--- src/rtl/heap_arbiter_if.sv ---
// Bus bundle between GPU requesters, the heap port-B arbiter and heap memory port B.
// The master side is the requesters plus memory; the slave side is the arbiter.
interface heap_arbiter_if #(
    parameter int NUM_REQ    = 4,
    parameter int WORD_BYTES = 4
);
    logic [NUM_REQ-1:0]            req_valid;
    logic [NUM_REQ-1:0]            req_ready;
    logic [NUM_REQ*32-1:0]         req_address;
    logic [NUM_REQ*32-1:0]         req_wr_data;
    logic [NUM_REQ*WORD_BYTES-1:0] req_wr_en;
    logic [NUM_REQ-1:0]            req_lock;
    logic [NUM_REQ-1:0]            rsp_valid;
    logic [31:0]                   rsp_rd_data;
    logic [31:0]                   mem_address;
    logic [31:0]                   mem_wr_data;
    logic [WORD_BYTES-1:0]         mem_wr_en;
    logic [31:0]                   mem_rd_data;

    modport master (
        output req_valid, req_address, req_wr_data, req_wr_en, req_lock, mem_rd_data,
        input  req_ready, rsp_valid, rsp_rd_data, mem_address, mem_wr_data, mem_wr_en
    );

    modport slave (
        input  req_valid, req_address, req_wr_data, req_wr_en, req_lock, mem_rd_data,
        output req_ready, rsp_valid, rsp_rd_data, mem_address, mem_wr_data, mem_wr_en
    );
endinterface

--- src/rtl/heap_arbiter.sv ---
// Round-robin arbiter sharing heap port B among NUM_REQ GPU requesters, with a
// fixed-latency response tag pipeline. Define HEAP_ARB_LOCK_EN to enable grant locking.
module heap_arbiter #(
    parameter int NUM_REQ     = 4,
    parameter int WORD_BYTES  = 4,
    parameter int MEM_LATENCY = 1
) (
    input logic           clk,
    input logic           reset,
    heap_arbiter_if.slave bus
);
    localparam int IDW   = (NUM_REQ > 1) ? $clog2(NUM_REQ) : 1;
    localparam int DEPTH = 1 + MEM_LATENCY;
    localparam int LAST  = MEM_LATENCY;

    typedef logic [IDW-1:0] id_t;

    id_t                   r_prio;
    logic [31:0]           r_mem_address;
    logic [31:0]           r_mem_wr_data;
    logic [WORD_BYTES-1:0] r_mem_wr_en;
    logic                  r_pipe_valid [DEPTH];
    id_t                   r_pipe_id    [DEPTH];
`ifdef HEAP_ARB_LOCK_EN
    logic                  r_locked;
`endif

    logic [31:0]           w_addr [NUM_REQ];
    logic [31:0]           w_data [NUM_REQ];
    logic [WORD_BYTES-1:0] w_wen  [NUM_REQ];
    logic                  w_found;
    logic                  w_accept;
    id_t                   w_winner;
    id_t                   w_idx;
    id_t                   w_next;

    always_comb begin
        for (int i = 0; i < NUM_REQ; i++) begin
            w_addr[i] = bus.req_address[32*i +: 32];
            w_data[i] = bus.req_wr_data[32*i +: 32];
            w_wen[i]  = bus.req_wr_en[WORD_BYTES*i +: WORD_BYTES];
        end
    end

    // Winner is the first valid requester at or above r_prio, wrapping around.
    always_comb begin
        // NOTE: every comb output gets a default first so no path infers a latch.
        w_found  = 1'b0;
        w_winner = r_prio;
        w_idx    = r_prio;
`ifdef HEAP_ARB_LOCK_EN
        if (r_locked) begin
            w_found = bus.req_valid[r_prio];
        end else
`endif
        begin
            for (int k = 0; k < NUM_REQ; k++) begin
                w_idx = id_t'((int'(r_prio) + k) % NUM_REQ);
                if (!w_found && bus.req_valid[w_idx]) begin
                    w_found  = 1'b1;
                    w_winner = w_idx;
                end
            end
        end
    end

    assign w_accept = w_found & ~reset;
    assign w_next   = (w_winner == id_t'(NUM_REQ - 1)) ? '0 : id_t'(w_winner + 1'b1);

    always_comb begin
        bus.req_ready = '0;
        bus.rsp_valid = '0;
        for (int i = 0; i < NUM_REQ; i++) begin
            bus.req_ready[i] = w_accept && (w_winner == id_t'(i));
            bus.rsp_valid[i] = r_pipe_valid[LAST] && (r_pipe_id[LAST] == id_t'(i));
        end
    end

    assign bus.mem_address = r_mem_address;
    assign bus.mem_wr_data = r_mem_wr_data;
    assign bus.mem_wr_en   = r_mem_wr_en;
    assign bus.rsp_rd_data = bus.mem_rd_data;

    always_ff @(posedge clk or posedge reset) begin
        if (reset) begin
            r_prio        <= '0;
            r_mem_address <= '0;
            r_mem_wr_data <= '0;
            r_mem_wr_en   <= '0;
`ifdef HEAP_ARB_LOCK_EN
            r_locked      <= 1'b0;
`endif
            // NOTE: the tag pipeline is tiny, so ids are reset too and never carry X.
            for (int s = 0; s < DEPTH; s++) begin
                r_pipe_valid[s] <= 1'b0;
                r_pipe_id[s]    <= '0;
            end
        end else begin
            // NOTE: non-blocking assignments so every stage samples pre-edge values.
            if (w_accept) begin
                r_mem_address <= w_addr[w_winner];
                r_mem_wr_data <= w_data[w_winner];
                r_mem_wr_en   <= w_wen[w_winner];
`ifdef HEAP_ARB_LOCK_EN
                if (bus.req_lock[w_winner]) begin
                    r_locked <= 1'b1;
                    r_prio   <= w_winner;
                end else begin
                    r_locked <= 1'b0;
                    r_prio   <= w_next;
                end
`else
                r_prio <= w_next;
`endif
            end else begin
                r_mem_wr_en <= '0;
            end
            r_pipe_valid[0] <= w_accept;
            r_pipe_id[0]    <= w_winner;
            for (int s = 1; s < DEPTH; s++) begin
                r_pipe_valid[s] <= r_pipe_valid[s-1];
                r_pipe_id[s]    <= r_pipe_id[s-1];
            end
        end
    end
endmodule

--- src/flat_wrapper.sv ---
// flat-port wrapper written by rule: the top's interface ports become plain ports
module heap_arbiter_flat 
#(
    parameter int NUM_REQ     = 4,
    parameter int WORD_BYTES  = 4,
    parameter int MEM_LATENCY = 1
)
  (clk, reset, bus_req_valid, bus_req_address, bus_req_wr_data, bus_req_wr_en, bus_req_lock, bus_mem_rd_data, bus_req_ready, bus_rsp_valid, bus_rsp_rd_data, bus_mem_address, bus_mem_wr_data, bus_mem_wr_en);
  heap_arbiter_if #(.NUM_REQ(NUM_REQ), .WORD_BYTES(WORD_BYTES)) bus_i ();
  input logic clk;
  input logic reset;
  input wire logic [$bits(bus_i.req_valid)-1:0] bus_req_valid;
  input wire logic [$bits(bus_i.req_address)-1:0] bus_req_address;
  input wire logic [$bits(bus_i.req_wr_data)-1:0] bus_req_wr_data;
  input wire logic [$bits(bus_i.req_wr_en)-1:0] bus_req_wr_en;
  input wire logic [$bits(bus_i.req_lock)-1:0] bus_req_lock;
  input wire logic [$bits(bus_i.mem_rd_data)-1:0] bus_mem_rd_data;
  output wire logic [$bits(bus_i.req_ready)-1:0] bus_req_ready;
  output wire logic [$bits(bus_i.rsp_valid)-1:0] bus_rsp_valid;
  output wire logic [$bits(bus_i.rsp_rd_data)-1:0] bus_rsp_rd_data;
  output wire logic [$bits(bus_i.mem_address)-1:0] bus_mem_address;
  output wire logic [$bits(bus_i.mem_wr_data)-1:0] bus_mem_wr_data;
  output wire logic [$bits(bus_i.mem_wr_en)-1:0] bus_mem_wr_en;
  assign bus_i.req_valid = bus_req_valid;
  assign bus_i.req_address = bus_req_address;
  assign bus_i.req_wr_data = bus_req_wr_data;
  assign bus_i.req_wr_en = bus_req_wr_en;
  assign bus_i.req_lock = bus_req_lock;
  assign bus_i.mem_rd_data = bus_mem_rd_data;
  assign bus_req_ready = bus_i.req_ready;
  assign bus_rsp_valid = bus_i.rsp_valid;
  assign bus_rsp_rd_data = bus_i.rsp_rd_data;
  assign bus_mem_address = bus_i.mem_address;
  assign bus_mem_wr_data = bus_i.mem_wr_data;
  assign bus_mem_wr_en = bus_i.mem_wr_en;
  heap_arbiter #(.NUM_REQ(NUM_REQ), .WORD_BYTES(WORD_BYTES), .MEM_LATENCY(MEM_LATENCY)) u_core (.clk(clk), .reset(reset), .bus(bus_i));
endmodule
--- config.mk ---
export PLATFORM = sky130hd
export DESIGN_NAME = heap_arbiter_flat
export DESIGN_NICKNAME = d
export VERILOG_FILES = /design/src/rtl/heap_arbiter_if.sv /design/src/rtl/heap_arbiter.sv /design/src/flat_wrapper.sv
export SDC_FILE = /design/constraint.sdc
export NUM_CORES = 1
export LEC_CHECK = 0
export CORE_AREA = 2 2 162 164
export CTS_CLUSTER_DIAMETER = 120
export CTS_CLUSTER_SIZE = 8
export DETAILED_ROUTE_END_ITERATION = 10
export DIE_AREA = 0 0 164 166
export GPL_TIMING_DRIVEN = 0
export PLACE_DENSITY_LB_ADDON = 0.05
export SLEW_MARGIN = 20
export SYNTH_ARGS = -nofsm -noshare
export SYNTH_HDL_FRONTEND = slang
export SYNTH_SLANG_ARGS = --single-unit
--- constraint.sdc ---
create_clock -name clk -period 3.9 [get_ports clk]
set_input_delay 0.78 -clock clk [delete_from_list [all_inputs] [get_ports clk]]
set_output_delay 0.78 -clock clk [all_outputs]
set_load 0.005 [all_outputs]
After elaboration in Yosys (flattened, before gate mapping)

Cells that the tools add are included.

Bits in registers: 76
Bits in latches: 0
Memory bits (writable): 0
Bits in read-only memories: 0
Input bits: 314
Output and inout bits: 108
Word-level logic and storage cells: 68
Memories kept: 0

Add/subtract/negate cells: 4
Multipliers: 0
Div/mod/pow operators: 0
$lt $le $gt $ge: 5
Equal/unequal tests: 6
Shift-type cells: 0
Mux-type cells: 26
Bitwise logic cells: 3
Reductions and logical operators: 16

Operators by type and width:

| operator              | number |
|---|---|
| $bmux W32 S2          | 2 |
| $mux W32              | 4 |
| $lt A2 B3 Y1 const B  | 4 |
| $mux W4               | 3 |
| $logic_and A1 B1 Y1   | 11 |
| $bmux W1 S2           | 4 |
| $bmux W4 S2           | 1 |
| $eq A2 B2 Y1 const B  | 4 |
| $mux W1               | 8 |
| $mux W2               | 4 |
| $add A2 B1 Y2 const B | 2 |
| $add A2 B2 Y2 const B | 2 |
| $eq A2 B1 Y1 const B  | 2 |
| $logic_not A2 Y1      | 2 |
| $ge A3 B3 Y1 const B  | 1 |
| $logic_not A1 Y1      | 3 |
| $not A2 Y3            | 1 |
| $and A1 B1 Y1         | 1 |
| $not A1 Y1            | 1 |

Longest topological paths before layout

Depth in word-level cells: 17
Depth in mapped cells: 8

Least setup slack after synthesis

OpenSTA, ideal clock, no wires.

Path type: input port to output port
Start point: input bus_req_valid[2]
End point: output bus_req_ready[0]
Arrival time: 2087 ps
Setup slack: 1033 ps
Stages: 8
Buffers on the path: 2
Path through: nor2b_1 a221oi_2 and2_4 inv_2 buf_6 buf_2 ha_1 and2_1

Cells in the longest elaborated chain, start to end: 14

RTL lines:

| element                       | RTL line           | RTL |
|---|---|---|
| start, declared               | flat_wrapper.sv:12 | `input wire logic [$bits(bus_i.req_valid)-1:0] bus_req_valid;` |
| $bmux W1 S2                   | heap_arbiter.sv:59 | `if (!w_found && bus.req_valid[w_idx]) begin` |
| $mux W1 (implied by the code) | heap_arbiter.sv:59 |  |
| $mux W1                       | heap_arbiter.sv:59 |  |
| $logic_not A1 Y1              | heap_arbiter.sv:59 |  |
| $logic_and A1 B1 Y1           | heap_arbiter.sv:59 |  |
| $mux W1                       | heap_arbiter.sv:59 |  |
| $logic_not A1 Y1              | heap_arbiter.sv:59 |  |
| $logic_and A1 B1 Y1           | heap_arbiter.sv:59 |  |
| $mux W1                       | heap_arbiter.sv:59 |  |
| $logic_not A1 Y1              | heap_arbiter.sv:59 |  |
| $logic_and A1 B1 Y1           | heap_arbiter.sv:59 |  |
| $mux W2 *                     | heap_arbiter.sv:59 |  |
| via u_core.w_winner[0]        | heap_arbiter.sv:33 | `id_t w_winner;` |
| $logic_not A2 Y1 *            | heap_arbiter.sv:74 | `bus.req_ready[i] = w_accept && (w_winner == id_t'(i));` |
| $logic_and A1 B1 Y1 *         | heap_arbiter.sv:74 |  |
| end, declared                 | flat_wrapper.sv:18 | `output wire logic [$bits(bus_i.req_ready)-1:0] bus_req_ready;` |

The timed path passes the listed nets; every way through them passes the cells marked *. The select of a mux whose other input is x is not followed.

Worst setup path after layout

Start point: input bus_req_valid[2]
End point: output bus_req_ready[1]

Cells in the longest elaborated chain, start to end: 14

RTL lines:

| element                                       | RTL line |
|---|---|
| $bmux W1 S2                                   | heap_arbiter.sv:59 |
| $mux W1 (implied by the code)                 | heap_arbiter.sv:59 |
| $mux W1                                       | heap_arbiter.sv:59 |
| $logic_not A1 Y1                              | heap_arbiter.sv:59 |
| $logic_and A1 B1 Y1                           | heap_arbiter.sv:59 |
| $mux W1                                       | heap_arbiter.sv:59 |
| $logic_not A1 Y1                              | heap_arbiter.sv:59 |
| $logic_and A1 B1 Y1                           | heap_arbiter.sv:59 |
| $mux W1                                       | heap_arbiter.sv:59 |
| $logic_not A1 Y1                              | heap_arbiter.sv:59 |
| $logic_and A1 B1 Y1                           | heap_arbiter.sv:59 |
| $mux W2 or $mux W1 (tied branches)            | heap_arbiter.sv:59 |
| $eq A2 B1 Y1 or $and A1 B1 Y1 (tied branches) | heap_arbiter.sv:74, heap_arbiter.sv:67 |
| $logic_and A1 B1 Y1 *                         | heap_arbiter.sv:74 |

Mark *: on every way between the ends. The rest lies on a longest branch, timed or not. The select of a mux whose other input is x is not followed.

==> impl_metrics.json <==
{
  "root_buffer": "clkbuf_16",
  "hold_viol": 0,
  "gp_congestion": 0.759,
  "rr_startpoint": "u_core.r_prio[1]",
  "grt_util_all_layers_pct": 18.2,
  "reg2reg_to": "u_core.bus.mem_wr_data[0]",
  "worst_slew_pin_slew_ns": 0.830,
  "p_leak_nw": 4.13,
  "detail_route.wl_per_cell_um": 20.0,
  "status": "finished, final reports clean",
  "grt_start_max_net_pins": 46,
  "dr.pass1.iters": 4,
  "syn_nets": 856,
  "crit_buf_inv": 4,
  "nets": 1251,
  "crit_type": "in -> out",
  "vdd_drop_max_mv": 0.175,
  "hold_class": "reg -> reg",
  "h-tree-depth": 3,
  "crit_top_cell": "clkdlybuf4s50_1",
  "synth_flop_cell": "dfrtp_1",
  "std_cell_rows": 59,
  "area_growth_pct": 85.2,
  "end_kind": "output pin",
  "ys_warn_count": 0,
  "detail-route-antenna-nets": 0,
  "io_pins": 422,
  "seq_area_frac_synth_pct": 34.7,
  "final_layout_size_suffix_gt1_share_pct": 14.0,
  "crit_slowest_cell": "clkdlybuf4s50_1",
  "finClkSkew_ns": 0.00558,
  "gr-usage-met2_pct": 31.1,
  "syn_inst": 538,
  "place_hpwl_mm": 20.0,
  "postSynth.asyncResetShare_pct": 100,
  "synth.distinct_cells": 34,
  "portBuffers": 385,
  "final-setup-viol-count": 0,
  "antenna_found_initial": 1,
  "synth_area_um2": 5490,
  "timing.fmax_mhz": 265,
  "reg2reg_depth": 8,
  "synth_seq_cells": 76,
  "cts_buffer_depth": 2,
  "clk_transition_reported_paths_ns": 0.06,
  "start_util_pct": 21.4,
  "timing.critical_path.cells": "clkdlybuf4s50_1 > nor2b_1 > a2111oi_2 > o21ba_2 > buf_8 > inv_2 > ha_1 > and2_1 > clkdlybuf4s50_1",
  "final_area_um2": 10200,
  "cp_max_fo": 21,
  "grt_pass1_wl_mm": 37.3,
  "drc": 0,
  "grt_pass1_vias": 6110,
  "ff2ff_setup_slack_ns": 1.38,
  "cts_tree": "yes",
  "vias": 5791,
  "crit_family": "buffers and inverters",
  "arrival_ns": 2.99,
  "fin_total_pwr_w": 0.00538,
  "top_usage_layer": "met2",
  "drt-total-wl_mm": 25.5,
  "max_stage_delay_ns": 0.54,
  "hold-path-cell-count": 0,
  "grtUsageMet3_pct": 5.64,
  "syn_avg_cell_area_um2": 10.2,
  "numCtsBuffers": 9,
  "core_area_um2": 25600,
  "hold_path_end": "u_core.r_pipe_id[1]",
  "die_h_um": 166,
  "dieArea_um2": 27200,
  "clkSinkCount": 76,
  "max_slew_margin_pct": 44.7,
  "drt_iter0_markers": 177,
  "clk_latency_ns": 0.34,
  "most-common-layout-cells": "clkdlybuf4s50_1, dfrtp_1, mux2i_1, and3_1, nor2_1",
  "maxSlewViolCount": 0,
  "use_met1_pct": 21.6,
  "via_per_inst": 4.55,
  "required_ns": 3.12,
  "final_common_cell": "clkdlybuf4s50_1",
  "placed_area_um2": 9790,
  "synth_edf_count": 0,
  "grt-ovfl-total": 0,
  "die_w_um": 164,
  "nFillCells": 2618,
  "worstHoldStart": "u_core.r_pipe_id[3]",
  "worstSetupStartpointType": "input pin",
  "power_density_nw_per_um2": 529,
  "hold_buffers": 0,
  "post-route-period-util_pct": 96.7,
  "cap_viol_max_count": 0,
  "min_period_ns": 3.77
}
cell usage after synthesis, drive strengths merged, types with 4 or more instances:
master / n / share of area (%)
a2111oi: 65 / 16
a211oi: 64 / 9.7
and2: 5 / 0.62
and3: 65 / 7.4
buf: 59 / 8.1
clkbuf: 30 / 2.1
dfrtp: 76 / 35
ha: 4 / 0.91
inv: 6 / 0.41
mux2i: 72 / 13
nand2: 6 / 0.41
nor2: 66 / 4.6
o22ai: 5 / 0.57
how the worst max path moves through the flow:
stage	slack [ns]	cells past startpoint	endpoint	startpoint
6_report	0.13	9	bus_req_ready[1]	bus_req_valid[2]
5_1_grt	-0.003	9	bus_req_ready[0]	bus_req_valid[2]
4_1_cts	0.02	9	bus_req_ready[0]	bus_req_valid[3]
3_5_place_dp	-0.48	9	bus_req_ready[1]	bus_req_valid[1]
3_3_place_gp	-0.72	2	u_core.bus.mem_wr_data[13]	reset
2_1_floorplan	1.03	8	bus_req_ready[0]	bus_req_valid[2]
what timing repair did:
action,in CTS,in global routing
resized for setup,4,6
setup endpoints to repair,4,4
pin swaps,1,0
buffers inserted,0,2
registers in the layout, indices dropped and copies added, names as in the netlist:
register	flops
u_core.bus.mem_wr_data	32
u_core.r_pipe_id	4
u_core.r_prio	2
u_core.bus.mem_address	32
u_core.bus.mem_wr_en	4
u_core.r_pipe_valid	2
per-stage QoR:
stage | instances | setup TNS [ns] | worst slack [ns] | hold WS, ns | util, %
final | 1274 | 0 | 0.130 | 0.354 | 39.7
after detailed placement | 1259 | -1.91 | -0.484 | 0.343 | 38.2
after floorplan | 538 | 0 | 1.03 | 0.331 | -
after CTS | 1271 | 0 | 0.0209 | 0.357 | 39.5
after global placement | 1258 | -56.27 | -0.720 | 0.331 | 38.1
after global routing | 1274 | -0.00262 | -0.00262 | 0.369 | 39.7
routing by layer:
layer | part of all wire, % | wire [µm]
met1 | 41 | 10500
met2 | 48 | 12300
met3 | 9.0 | 2290
met4 | 1.9 | 489
met5 | 0 | 0
layout make-up:
class	instances	area (µm²)	share of cell area [%]
inverter	6	27.5	0.271
clock inverter	4	95.1	0.936
tap	335	419	4.12
sequential	76	1900	18.7
antenna	1	2.50	0.0246
clock buffer	12	256	2.52
timing repair buffer	388	3900	38.4
buffer	85	543	5.34
multi-input combinational	367	3020	29.7
power breakdown:
part | leakage [nW] | switching [W] | total [W] | internal [W]
combinational | 3.10 | 0.00140 | 0.00301 | 0.00161
sequential | 0.858 | 0.000201 | 0.00135 | 0.00114
clock | 0.173 | 0.000364 | 0.00102 | 0.000661
total | 4.13 | 0.00196 | 0.00538 | 0.00342
cell families (layout without fill, tap and decap cells):
kind of cell,Yosys count,count (layout),synth area share (%)
other cells,0,1,0
fa+ha+maj,4,4,0.912
mux,72,72,13.1
simple gates,151,151,14.1
flops,76,76,34.7
compound gates,140,140,26.7
buf+inv,95,495,10.6
No activity file was read; power rests on OpenSTA's default activity.
